<file path="src/rtl/reg_mem.sv">
// reg_mem: 2**ADDR_BITS x DATA_WIDTH register-file memory, one write port, one read port sharing addr.
// Build option REG_MEM_SYNC_READ_EN registers data_out (read-first, one-cycle latency); default read is combinational.
module reg_mem #(
   parameter int DATA_WIDTH = 8,
   parameter int ADDR_BITS  = 5
) (
   input  logic [ADDR_BITS-1:0]  addr,
   input  logic [DATA_WIDTH-1:0] data_in,
   input  logic                  wen,
   input  logic                  clk,
   output logic [DATA_WIDTH-1:0] data_out,
   input  logic                  rst
);

   localparam int DEPTH = 2 ** ADDR_BITS;

   logic [DATA_WIDTH-1:0] mem_q [DEPTH];
   logic [DATA_WIDTH-1:0] mem_d [DEPTH];

   always_comb begin
      // NOTE: mem_d starts as a copy of mem_q so every path assigns it; otherwise a latch is inferred.
      mem_d = mem_q;
      if (rst) begin
         for (int i = 0; i < DEPTH; i++) begin
            mem_d[i] = '0;
         end
      end else if (wen) begin
         mem_d[addr] = data_in;
      end
   end

   // NOTE: the array is deliberately reset, so it maps to flops rather than a RAM macro; every word must read 0 after rst.
   always_ff @(posedge clk) begin
      // NOTE: non-blocking so every reader of mem_q in this edge sees the pre-edge contents.
      mem_q <= mem_d;
   end

`ifdef REG_MEM_SYNC_READ_EN
   logic [DATA_WIDTH-1:0] data_out_q;
   logic [DATA_WIDTH-1:0] data_out_d;

   // Sampling mem_q (not mem_d) gives read-first behaviour on a same-address write.
   always_comb begin
      data_out_d = rst ? '0 : mem_q[addr];
   end

   always_ff @(posedge clk) begin
      data_out_q <= data_out_d;
   end

   assign data_out = data_out_q;
`else
   assign data_out = mem_q[addr];
`endif

endmodule

</file>
<file path="config.mk">
export PLATFORM = sky130hd
export DESIGN_NAME = reg_mem
export DESIGN_NICKNAME = d
export VERILOG_FILES = /design/src/rtl/reg_mem.sv
export SDC_FILE = /design/constraint.sdc
export NUM_CORES = 1
export LEC_CHECK = 0
export BUFFER_PORTS_ARGS = -buffer_cell sky130_fd_sc_hd__buf_2
export CORE_MARGIN = 2
export CORE_UTILIZATION = 56
export DETAILED_ROUTE_END_ITERATION = 8
export PLACE_DENSITY = 0.71
export SLEW_MARGIN = 0
export SYNTH_ARGS = -nofsm -noshare
export SYNTH_HDL_FRONTEND = slang
export SYNTH_SLANG_ARGS = --single-unit
export TNS_END_PERCENT = 50
</file>
<file path="constraint.sdc">
create_clock -name clk -period 2 [get_ports clk]
set_input_delay 0.4 -clock clk [delete_from_list [all_inputs] [get_ports clk]]
set_output_delay 0.4 -clock clk [all_outputs]
set_load 0.01 [all_outputs]
</file>
==> metrics.cfg, run 1 <==
[run_status]
status = complete, but fails checks
violations = negative setup slack

[placement]
numPortBuffers = 23
gp_congestion = 1.02
pre_cts_slack_ps = -439
hpwl_um = 22800

[sta]
skew_ps = 0
setup_ws_ps = -383
max_freq_mhz = 420
hold_violations = 0
worst_pin_slew_ps = 532
timing.final.crit_share_pct = 119
holdWs_ps = 265
rsz0062_at_grt = yes
fin_crit_ps = 2380
slew_violations = 0
max-slew-margin-rel_pct = 64.5
finalSetupViolations = 8

[clocking]
cts_buffer_depth = 3
insertion_delay_ps = 540
clock_sinks = 256
cts_buffers = 27
tritoncts = done
clk_pin_slew_ps = 60
postCtsHoldBufs = 0
root_buffer = clkbuf_16
h-tree-depth = 1

[grt]
antenna_found_initial = 0
grt_pass1_wl_um = 56000
grt_pass1_vias = 10200
grt_start_max_net_pins = 63
grt_usage_pct = 32.2
grt-ovfl-total = 0

[cells_and_area]
num-nets-final = 1492
largest-register = mem_q
largest_register_ff_count = 256
reg_top3 = mem_q x256
area_growth_pct = 27.6
drive_gt1_share_pct = 23.9
diodes = 0

[power_and_ir_drop]
powerDensity_nw_per_um2 = 772
vdd_drop_max_mv = 1.13
p_leak_nw = 5.41

[logic_synthesis]
syn-cell-area_um2 = 11500
synth.avg_cell_area_um2 = 8.42
synthCells = 1366
synth_seq_area_share_pct = 44.6
ys_types = 31
ys_ff_latch = 256
yosys_warnings = 0
synth_nets = 1382

[setup_path]
crit_chain = buf_16, buf_12, buf_4, mux2i_1, o22ai_2, nor4_2, nand2_1, buf_2
end_kind = primary output
cp_num_buf_inv = 4
critical_path_arrival_ps = 1980
crit_required_ps = 1600
worstPathMaxFanout = 14
critPathKind = in2out
ff2ff_setup_slack_ps = 1240
start_kind = input pin
cp_slowest_cell = nor4_2
slowest_delay_ps = 390
cp_top_family = buffers and inverters

[route]
drt-pass1-iter-count = 5
drc = 0
vias = 10900
drtIter0Drc = 1072
drtAntennaViolNets = 0
viasPerCell = 6.16
wirelength_um = 36200
wl_per_cell_um = 20.5

[hold_path]
min_path_type = in2reg

[floorplanning]
die_area_um2 = 21700
die_h_um = 147
pin_count = 24
num_rows = 52
core-area_um2 = 20200
dieWidth_um = 147
initial_core_util_pct = 57.0

[run]
maxCapViolations = 0

-- cell families (layout without fill, tap and decap cells) --
logic type | Yosys count | count (layout) | synth area share [%]
buffers and inverters | 126 | 255 | 4.79
AO/OA/AOI/OAI | 352 | 352 | 16.0
AND/OR/NAND/NOR | 440 | 440 | 17.9
flip-flops | 256 | 256 | 44.6
multiplexers | 192 | 192 | 16.7
-- Yosys cell counts --
| master | number | share of area, % |
|---|---|---|
| dfxtp_1 | 256 | 45 |
| nand2_1 | 212 | 6.9 |
| a21oi_1 | 192 | 8.4 |
| mux2i_1 | 192 | 17 |
| nand3_1 | 97 | 4.2 |
| o21ai_0 | 96 | 4.2 |
| clkbuf_1 | 79 | 2.6 |
| nor2_1 | 77 | 2.5 |
| o22ai_1 | 64 | 3.5 |
| buf_2 | 29 | 1.3 |
| nor4_1 | 16 | 0.87 |
| buf_1 | 10 | 0.33 |
| buf_4 | 5 | 0.33 |
| nand3_2 | 5 | 0.44 |
| nand4bb_1 | 5 | 0.49 |
| nand4b_1 | 4 | 0.30 |
| buf_6 | 3 | 0.29 |
| nor3_4 | 3 | 0.42 |
| nor3b_2 | 3 | 0.33 |
| or4b_1 | 3 | 0.26 |
| and3b_1 | 2 | 0.15 |
| nand3b_1 | 2 | 0.13 |
| nand3b_2 | 2 | 0.20 |
| nor3_2 | 2 | 0.17 |
| and3_1 | 1 | 0.054 |
| nand2_4 | 1 | 0.098 |
| nand4_1 | 1 | 0.054 |
| or3b_1 | 1 | 0.076 |
| or4_1 | 1 | 0.065 |
| or4b_2 | 1 | 0.087 |
| or4bb_1 | 1 | 0.098 |
-- placed cells by master, fill, tap and decap left out, types with 19 or more instances in the layout --
| cell type | Yosys | final |
|---|---|---|
| a21oi_1 | 192 | 192 |
| buf_12 | 0 | 28 |
| buf_4 | 5 | 146 |
| clkbuf_16 | 0 | 28 |
| dfxtp_1 | 256 | 237 |
| dfxtp_2 | 0 | 19 |
| mux2i_1 | 192 | 168 |
| mux2i_2 | 0 | 19 |
| nand2_1 | 212 | 208 |
| nand3_1 | 97 | 97 |
| nor2_1 | 77 | 77 |
| o21ai_0 | 96 | 96 |
| o22ai_1 | 64 | 41 |
| o22ai_2 | 0 | 22 |
-- per-layer routing --
metal  vias up  wire, um  share of wire, %  global-route usage, %
met5         -         0                 0                      0
met1      5200     14300                40                   42.7
met2       530     17300                48                   52.7
met4         0      1750               4.8                   14.1
met3       107      2820               7.8                   4.63
li1       5039         -                 -                      -
-- power breakdown --
| group | internal (W) | leakage [nW] | switching (W) |
|---|---|---|---|
| logic | 0.000397 | 2.89 | 0.000582 |
| clock network | 0.00311 | 0.449 | 0.00208 |
| registers | 0.00514 | 2.07 | 0.0000220 |
| total | 0.00864 | 5.41 | 0.00269 |
-- metrics by stage --
stage	total power, W	TNS, ps	instances	instance area [um2]	util, %
floorplan	0.00575	-1.74	1366	11500	-
global route	0.0116	-2780	1765	14700	72.8
CTS	0.0113	-2120	1738	14200	70.6
finish	0.0113	-2460	1765	14700	72.8
detailed placement	0.00611	-25560	1681	12900	63.9
global placement	0.00610	-23850	1681	12900	63.9
-- final timing paths --
check	to	cells after the start	from
hold reg to reg	mem_q[181]$_SDFFE_PP0P_	2	mem_q[181]$_SDFFE_PP0P_
setup / recovery	data_out[4]	8	addr[0]
setup reg to reg	mem_q[215]$_SDFFE_PP0P_	2	mem_q[215]$_SDFFE_PP0P_
hold / removal	mem_q[140]$_SDFFE_PP0P_	2	rst
-- timing repair --
action                                  in CTS  in global routing
pin swaps                                   24                 20
resized for setup                           80                 51
gates cloned                                 0                  1
setup buffers                               10                 26
endpoints found under the setup margin       8                  8
-- final cells by class --
cell class                 instances  area [um2]
sequential                       256        5150
clock buffer                      35         736
tap                              270         338
clock inverter                    13         175
multi-input combinational        984        6300
timing repair buffer             207        1980
fill                            1475        5490
(Power assumes the default switching activity.)
==> inputs of run 2 (changes only) <==
--- a/config.mk
+++ b/config.mk
@@ -7,9 +7,9 @@
 export LEC_CHECK = 0
 export BUFFER_PORTS_ARGS = -buffer_cell sky130_fd_sc_hd__buf_2
 export CORE_MARGIN = 2
-export CORE_UTILIZATION = 56
+export CORE_UTILIZATION = 50
 export DETAILED_ROUTE_END_ITERATION = 8
-export PLACE_DENSITY = 0.71
+export PLACE_DENSITY = 0.64
 export SLEW_MARGIN = 0
 export SYNTH_ARGS = -nofsm -noshare
 export SYNTH_HDL_FRONTEND = slang
==> run 2 against run 1 <==
  * The flow still finishes with violations (negative setup slack)
  * Wire length down 2.2%
  * Non-clock buffer count rose by 4
  * Setup slack improved by 62 ps
  * Combinational power shrank 1%
  * Sequential share of layout area decreased by 0.38 points
  * Die area rose by 12%
  * Sequential power is essentially flat
  * Critical path depth is 1 lower
  * Power barely moved
  * Core utilization fell by 7.5 points
  * Via count is 3.3% lower
  * Worst hold slack got worse by 180 ps
  * Critical endpoint is now data_out[7]
  * Largest cell class unchanged
  * Highest routed layer unchanged
==> metrics.cfg, run 2 (synthesis gave the netlist of run 1 again) <==
[cells_and_area]
reg_top3 = mem_q x256
diodes = 0  ; unchanged
most-common-layout-cells = 251 x dfxtp_1, 208 x nand2_1, 192 x a21oi_1, 175 x mux2i_1, 147 x buf_4
layout_commonest_cell = dfxtp_1
multi_input_area_um2 = 6310  ; +0.20%
area_growth_pct = 28.6
seq_area_um2 = 5130  ; -0.34%
post-route-cell-area_um2 = 14800  ; +0.75%
largest_register_ff_count = 256  ; unchanged
filler_cell_count = 1856  ; +26%
num-nets-final = 1496  ; +0.27%
largest-register = mem_q
drive_gt1_share_pct = 22.7  ; -1.2 points
fin_util_pct = 65.3  ; -7.5 points

[setup_path]
cp.depth = 7  ; -1
start_kind = input pin
ff2ff_setup_slack_ps = 1300  ; +60 ps
worstReg2RegEnd = mem_q[156]$_SDFFE_PP0P_
crit_end = data_out[7]
critical_path_arrival_ps = 1920  ; -60 ps
cp_slowest_cell = or4b_4
crit_start = addr[1]
cp_top_family = simple AND/OR/NAND/NOR gates
crit_chain = buf_6, buf_4, or4b_4, o22ai_2, nor4_2, nand2_1, buf_2
worstPathMaxFanout = 9  ; -5
crit_required_ps = 1600  ; about the same
slowest_delay_ps = 660  ; +270 ps
cp_num_buf_inv = 3  ; -1
end_kind = primary output
r2r-start = mem_q[156]$_SDFFE_PP0P_
critPathKind = in2out
r2r_cells = 2  ; unchanged

[sta]
holdWs_ps = 88.0  ; -177 ps
rsz0062_at_grt = yes
finalSetupViolations = 8  ; unchanged
setup_ws_ps = -321  ; +62.2 ps
hold_violations = 0  ; unchanged
fin_crit_ps = 2320  ; -62.2 ps
skew_ps = 0  ; unchanged
worst_pin_slew_ps = 518  ; -13.7 ps
setup_tns_ps = -2350  ; +108 ps
max_freq_mhz = 431  ; +2.7%
max-slew-margin-rel_pct = 65.5  ; +0.95 points
slew_violations = 0  ; unchanged
timing.final.crit_share_pct = 116  ; -3.1 points

[route]
wirelength_um = 35400  ; -2.2%
drt-pass1-iter-count = 6  ; +1
drc = 0  ; unchanged
wl_per_cell_um = 19.8  ; -3.3%
drtIter0Drc = 930  ; -13%
viasPerCell = 5.89  ; -4.4%
drtAntennaViolNets = 0  ; unchanged
vias = 10500  ; -3.3%

[floorplanning]
die_area_um2 = 24200  ; +12%
initial_core_util_pct = 50.8  ; -6.2 points
pin_count = 24  ; unchanged
core-area_um2 = 22600  ; +12%
die_h_um = 156  ; +5.7%
dieWidth_um = 156  ; +5.7%
num_rows = 55  ; +5.8%

[placement]
gp_congestion = 0.891  ; -13%
numPortBuffers = 23  ; unchanged
place_area_um2 = 13200  ; +2.1%
hpwl_um = 22800  ; +0.30%

[run_status]
status = complete, but fails checks
violations = negative setup slack

[power_and_ir_drop]
powerDensity_nw_per_um2 = 766  ; -0.69%
vdd_drop_max_mv = 0.719  ; -36%
p_leak_nw = 5.47  ; +1.1%

[hold_path]
min_path_type = in2reg
min_from = rst

[grt]
grt-ovfl-total = 0  ; unchanged
grt_pass1_wl_um = 55600  ; -0.76%
grt_usage_pct = 28.8  ; -3.4 points
antenna_found_initial = 0  ; unchanged
grt_start_max_net_pins = 84  ; +33%
grt_pass1_vias = 10000  ; -1.4%

[clocking]
h-tree-depth = 1  ; unchanged
insertion_delay_ps = 540  ; about the same
tritoncts = done
cts_buffer_depth = 3  ; unchanged
postCtsHoldBufs = 0  ; unchanged
root_buffer = clkbuf_16
clk_pin_slew_ps = 60  ; about the same
cts_buffers = 27  ; unchanged
clock_sinks = 256  ; unchanged

[run]
maxCapViolations = 0  ; unchanged

## run 2: changes by cell type in the layout (fill, tap and decap cells not counted), moves of 4 or more
cell and delta:
dfxtp_1 +14, dfxtp_2 -14, mux2i_1 +7, buf_12 +6
o22ai_4 +7, o22ai_2 -4, mux2i_2 -4, clkbuf_8 +4
## run 2: stage by stage
stage / std cells / power [W] / setup slack (ps)
global route: 1785 / 0.0116 / -371
CTS: 1772 / 0.0113 / -321
finish: 1785 / 0.0113 / -321
detailed placement: 1719 / 0.00614 / -556
global placement: 1719 / 0.00614 / -575
floorplan: 1366 / 0.00575 / -1.74
## run 2: worst min-delay path by stage
| stage | endpoint | slack, ps | cells after the start |
|---|---|---|---|
| after global placement | mem_q[199]$_SDFFE_PP0P_ | 440 | 2 |
| after global routing | mem_q[178]$_SDFFE_PP0P_ | 80 | 2 |
| after floorplan | mem_q[168]$_SDFFE_PP0P_ | 440 | 2 |
| after CTS | mem_q[178]$_SDFFE_PP0P_ | 70 | 2 |
| final | mem_q[178]$_SDFFE_PP0P_ | 90 | 2 |
| after detailed placement | mem_q[174]$_SDFFE_PP0P_ | 450 | 2 |
## run 2: worst reg2reg max path: cells and delay by family, from the launching register on
| family | cells | cell delay, ps |
|---|---|---|
| multiplexers | 1 | 170 |
| flip-flops | 1 | 330 |
| AND/OR/NAND/NOR | 1 | 90 |
## run 2: power breakdown
group          switching, W  internal, W
clock network       0.00209      0.00312
registers         0.0000201      0.00514
logic              0.000576     0.000391
## run 2: repair_timing
| item | CTS | global route |
|---|---|---|
| setup endpoints to repair | 8 | 8 |
| setup buffers | 4 | 12 |
| pin swaps | 24 | 13 |
| resized for setup | 69 | 40 |
| gates cloned | 0 | 1 |
## run 2: final cells by class
type / instances / share of cell area (%)
multi-input cells: 984 / 42.7
flip-flops and latches: 256 / 34.7
repair buffers: 211 / 14.0
clock buffers: 39 / 5.35
well taps: 285 / 2.41
clock inverters: 10 / 0.880
## run 2: metal layers
metal / track usage, % / vias up / share of wire (%)
li1: - / 5060 / -
met1: 39.2 / 5002 / 43
met2: 47.1 / 374 / 47
met3: 3.36 / 83 / 5.9
met4: 11.0 / 0 / 3.7
met5: 0 / - / 0
==> inputs of run 3 (changes only) <==
--- a/config.mk
+++ b/config.mk
@@ -6,6 +6,7 @@
 export NUM_CORES = 1
 export LEC_CHECK = 0
 export BUFFER_PORTS_ARGS = -buffer_cell sky130_fd_sc_hd__buf_2
+export CORE_ASPECT_RATIO = 0.9
 export CORE_MARGIN = 2
 export CORE_UTILIZATION = 50
 export DETAILED_ROUTE_END_ITERATION = 8
==> run 3 against run 2 <==
  * The run still ends with negative setup slack left
  * Clock skew unchanged
  * Power fell by 1.7%
  * Worst hold slack better by 160 ps
  * Clock power decreased by 4%
  * Non-clock buffer count is 2 higher
  * Register-to-register slack lost 30 ps
  * First-iteration DRC count grew 17%
==> metrics.cfg, run 3 (synthesis gave the netlist of run 1 again) <==
[cells_and_area]
multi_input_area_um2 = 6280  ; -0.44%
largest_register_ff_count = 256  ; unchanged
drive_gt1_share_pct = 22.7  ; -0.082 points
fin_util_pct = 65.3  ; about the same
most-common-layout-cells = 250 x dfxtp_1, 208 x nand2_1, 192 x a21oi_1, 180 x mux2i_1, 155 x buf_4
largest-register = mem_q
diodes = 0  ; unchanged
reg_top3 = mem_q x256
filler_cell_count = 1887  ; +1.7%
seq_area_um2 = 5130  ; about the same
final_cells = 1798  ; +0.73%
layout_commonest_cell = dfxtp_1
num-nets-final = 1498  ; +0.13%
area_growth_pct = 27.8

[floorplanning]
initial_core_util_pct = 51.1  ; +0.29 points
core-area_um2 = 22500  ; -0.57%
dieWidth_um = 164  ; +5.3%
num_rows = 52  ; -5.5%
die_area_um2 = 24200  ; about the same
pin_count = 24  ; unchanged
die_h_um = 148  ; -5.0%

[route]
drtIter0Drc = 1084  ; +17%
viasPerCell = 5.95  ; +0.89%
dr_wl_met2_um = 16900  ; +1.3%
wl_met3_um = 2510  ; +19%
wirelength_um = 36600  ; +3.5%
vias = 10700  ; +1.6%
topRoutingLayerUsed = met4
drtAntennaViolNets = 0  ; unchanged
wl_met1_um = 16100  ; +5.1%
wl_per_cell_um = 20.4  ; +2.7%
drc = 0  ; unchanged
drt-pass1-iter-count = 5  ; -1

[run_status]
status = complete, but fails checks
violations = negative setup slack

[setup_path]
critical_path_arrival_ps = 1930  ; about the same
crit_required_ps = 1600  ; about the same
start_kind = input pin
crit_path_frequent_cell = buf_12
end_kind = primary output
critPathKind = in2out
crit_chain = buf_12, buf_12, buf_4, buf_12, mux2i_1, o22ai_1, nor4_4, buf_4, nand2_2, buf_6
cp_slowest_cell = nor4_4
worstPathMaxFanout = 8  ; -1
slowest_delay_ps = 260  ; -400 ps

[run]
maxCapViolations = 0  ; unchanged

[clocking]
h-tree-depth = 1  ; unchanged
cts_buffer_depth = 3  ; unchanged
clk_pin_slew_ps = 60  ; about the same
root_buffer = clkbuf_16
cts_buffers = 27  ; unchanged
clock_sinks = 256  ; unchanged
tritoncts = done
insertion_delay_ps = 530  ; about the same

[grt]
grt-ovfl-total = 0  ; unchanged
grt_start_max_net_pins = 57  ; -32%
grt_pass1_wl_um = 56800  ; +2.1%
antenna_found_initial = 0  ; unchanged
grt_pass1_vias = 10100  ; +0.49%
grt_usage_pct = 29.8  ; +0.99 points

[sta]
holdWs_ps = 250  ; +162 ps
rsz0062_at_grt = yes
finalSetupViolations = 8  ; unchanged
timing.final.crit_share_pct = 117  ; +0.63 points
hold_violations = 0  ; unchanged
max-slew-margin-rel_pct = 62.9  ; -2.6 points
fin_crit_ps = 2330  ; +12.6 ps
max_freq_mhz = 429  ; -0.54%
slew_violations = 0  ; unchanged
setup_ws_ps = -333  ; -12.6 ps
skew_ps = 0  ; unchanged
worst_pin_slew_ps = 557  ; +38.5 ps

[placement]
gp_congestion = 0.895  ; +0.37%
numPortBuffers = 23  ; unchanged
hpwl_um = 22900  ; +0.40%
dp.cells = 1733  ; +0.81%

[power_and_ir_drop]
p_leak_nw = 5.42  ; -0.77%
vdd_drop_max_mv = 1.07  ; +48%
powerDensity_nw_per_um2 = 758  ; -1.1%

[hold_path]
min_path_type = in2reg

-- run 3: changes by cell type in the layout (fill, tap and decap cells not counted), moves of 5 or more --
cell,delta
buf_4,+8
buf_6,-7
mux2i_1,+5
mux2i_2,-7
o22ai_2,+6
o22ai_4,-5
-- run 3: worst max-delay path, delay by kind of cell --
family / cells / cell delay, ps
buffers and inverters: 6 / 790
and+or+nand+nor: 2 / 320
muxes: 1 / 250
AOI/OAI and AO/OA: 1 / 170
-- run 3: metrics by stage --
step                worst slack [ps]  power, W  instance area, um2  setup TNS, ps
floorplan                      -1.74   0.00575               11500          -1.74
global placement                -580   0.00612               13100          -4750
detailed placement              -563   0.00613               13100          -5460
CTS                             -314    0.0111               14500          -2270
global route                    -410    0.0114               14700          -2860
finish                          -333    0.0111               14700          -2360
-- run 3: metal layers --
| metal | vias up | track usage, % |
|---|---|---|
| met2 | 399 | 46.8 |
| li1 | 5066 | - |
| met1 | 5161 | 42.5 |
| met3 | 64 | 3.73 |
| met4 | 0 | 9.61 |
| met5 | - | 0 |
-- run 3: timing repair --
item / in CTS / in global routing
gates cloned: 1 / 0
gates resized for setup: 62 / 38
endpoints found under the setup margin: 8 / 8
buffers inserted: 14 / 7
hold buffers: 0 / 0
pin swaps: 10 / 15
endpoints found under the hold margin: 0 / 0
-- run 3: layout make-up --
cell class	instances	share of cell area [%]
well taps	297	2.53
repair buffers	213	13.8
flip-flops and latches	256	34.9
clock inverters	9	0.732
clock buffers	39	5.24
multi-input cells	984	42.8
-- run 3: worst paths after layout --
kind	from	to	slack, ps	depth (start not counted)
max	addr[0]	data_out[4]	-330	10
min	rst	mem_q[133]$_SDFFE_PP0P_	250	2
max reg2reg	mem_q[106]$_SDFFE_PP0P_	mem_q[106]$_SDFFE_PP0P_	1270	2
min reg2reg	mem_q[203]$_SDFFE_PP0P_	mem_q[203]$_SDFFE_PP0P_	450	2
-- run 3: report_power, final --
part | switching [W] | internal, W | total (W)
Clock | 0.00209 | 0.00293 | 0.00502
Combinational | 0.000580 | 0.000382 | 0.000962
Sequential | 0.0000209 | 0.00514 | 0.00516
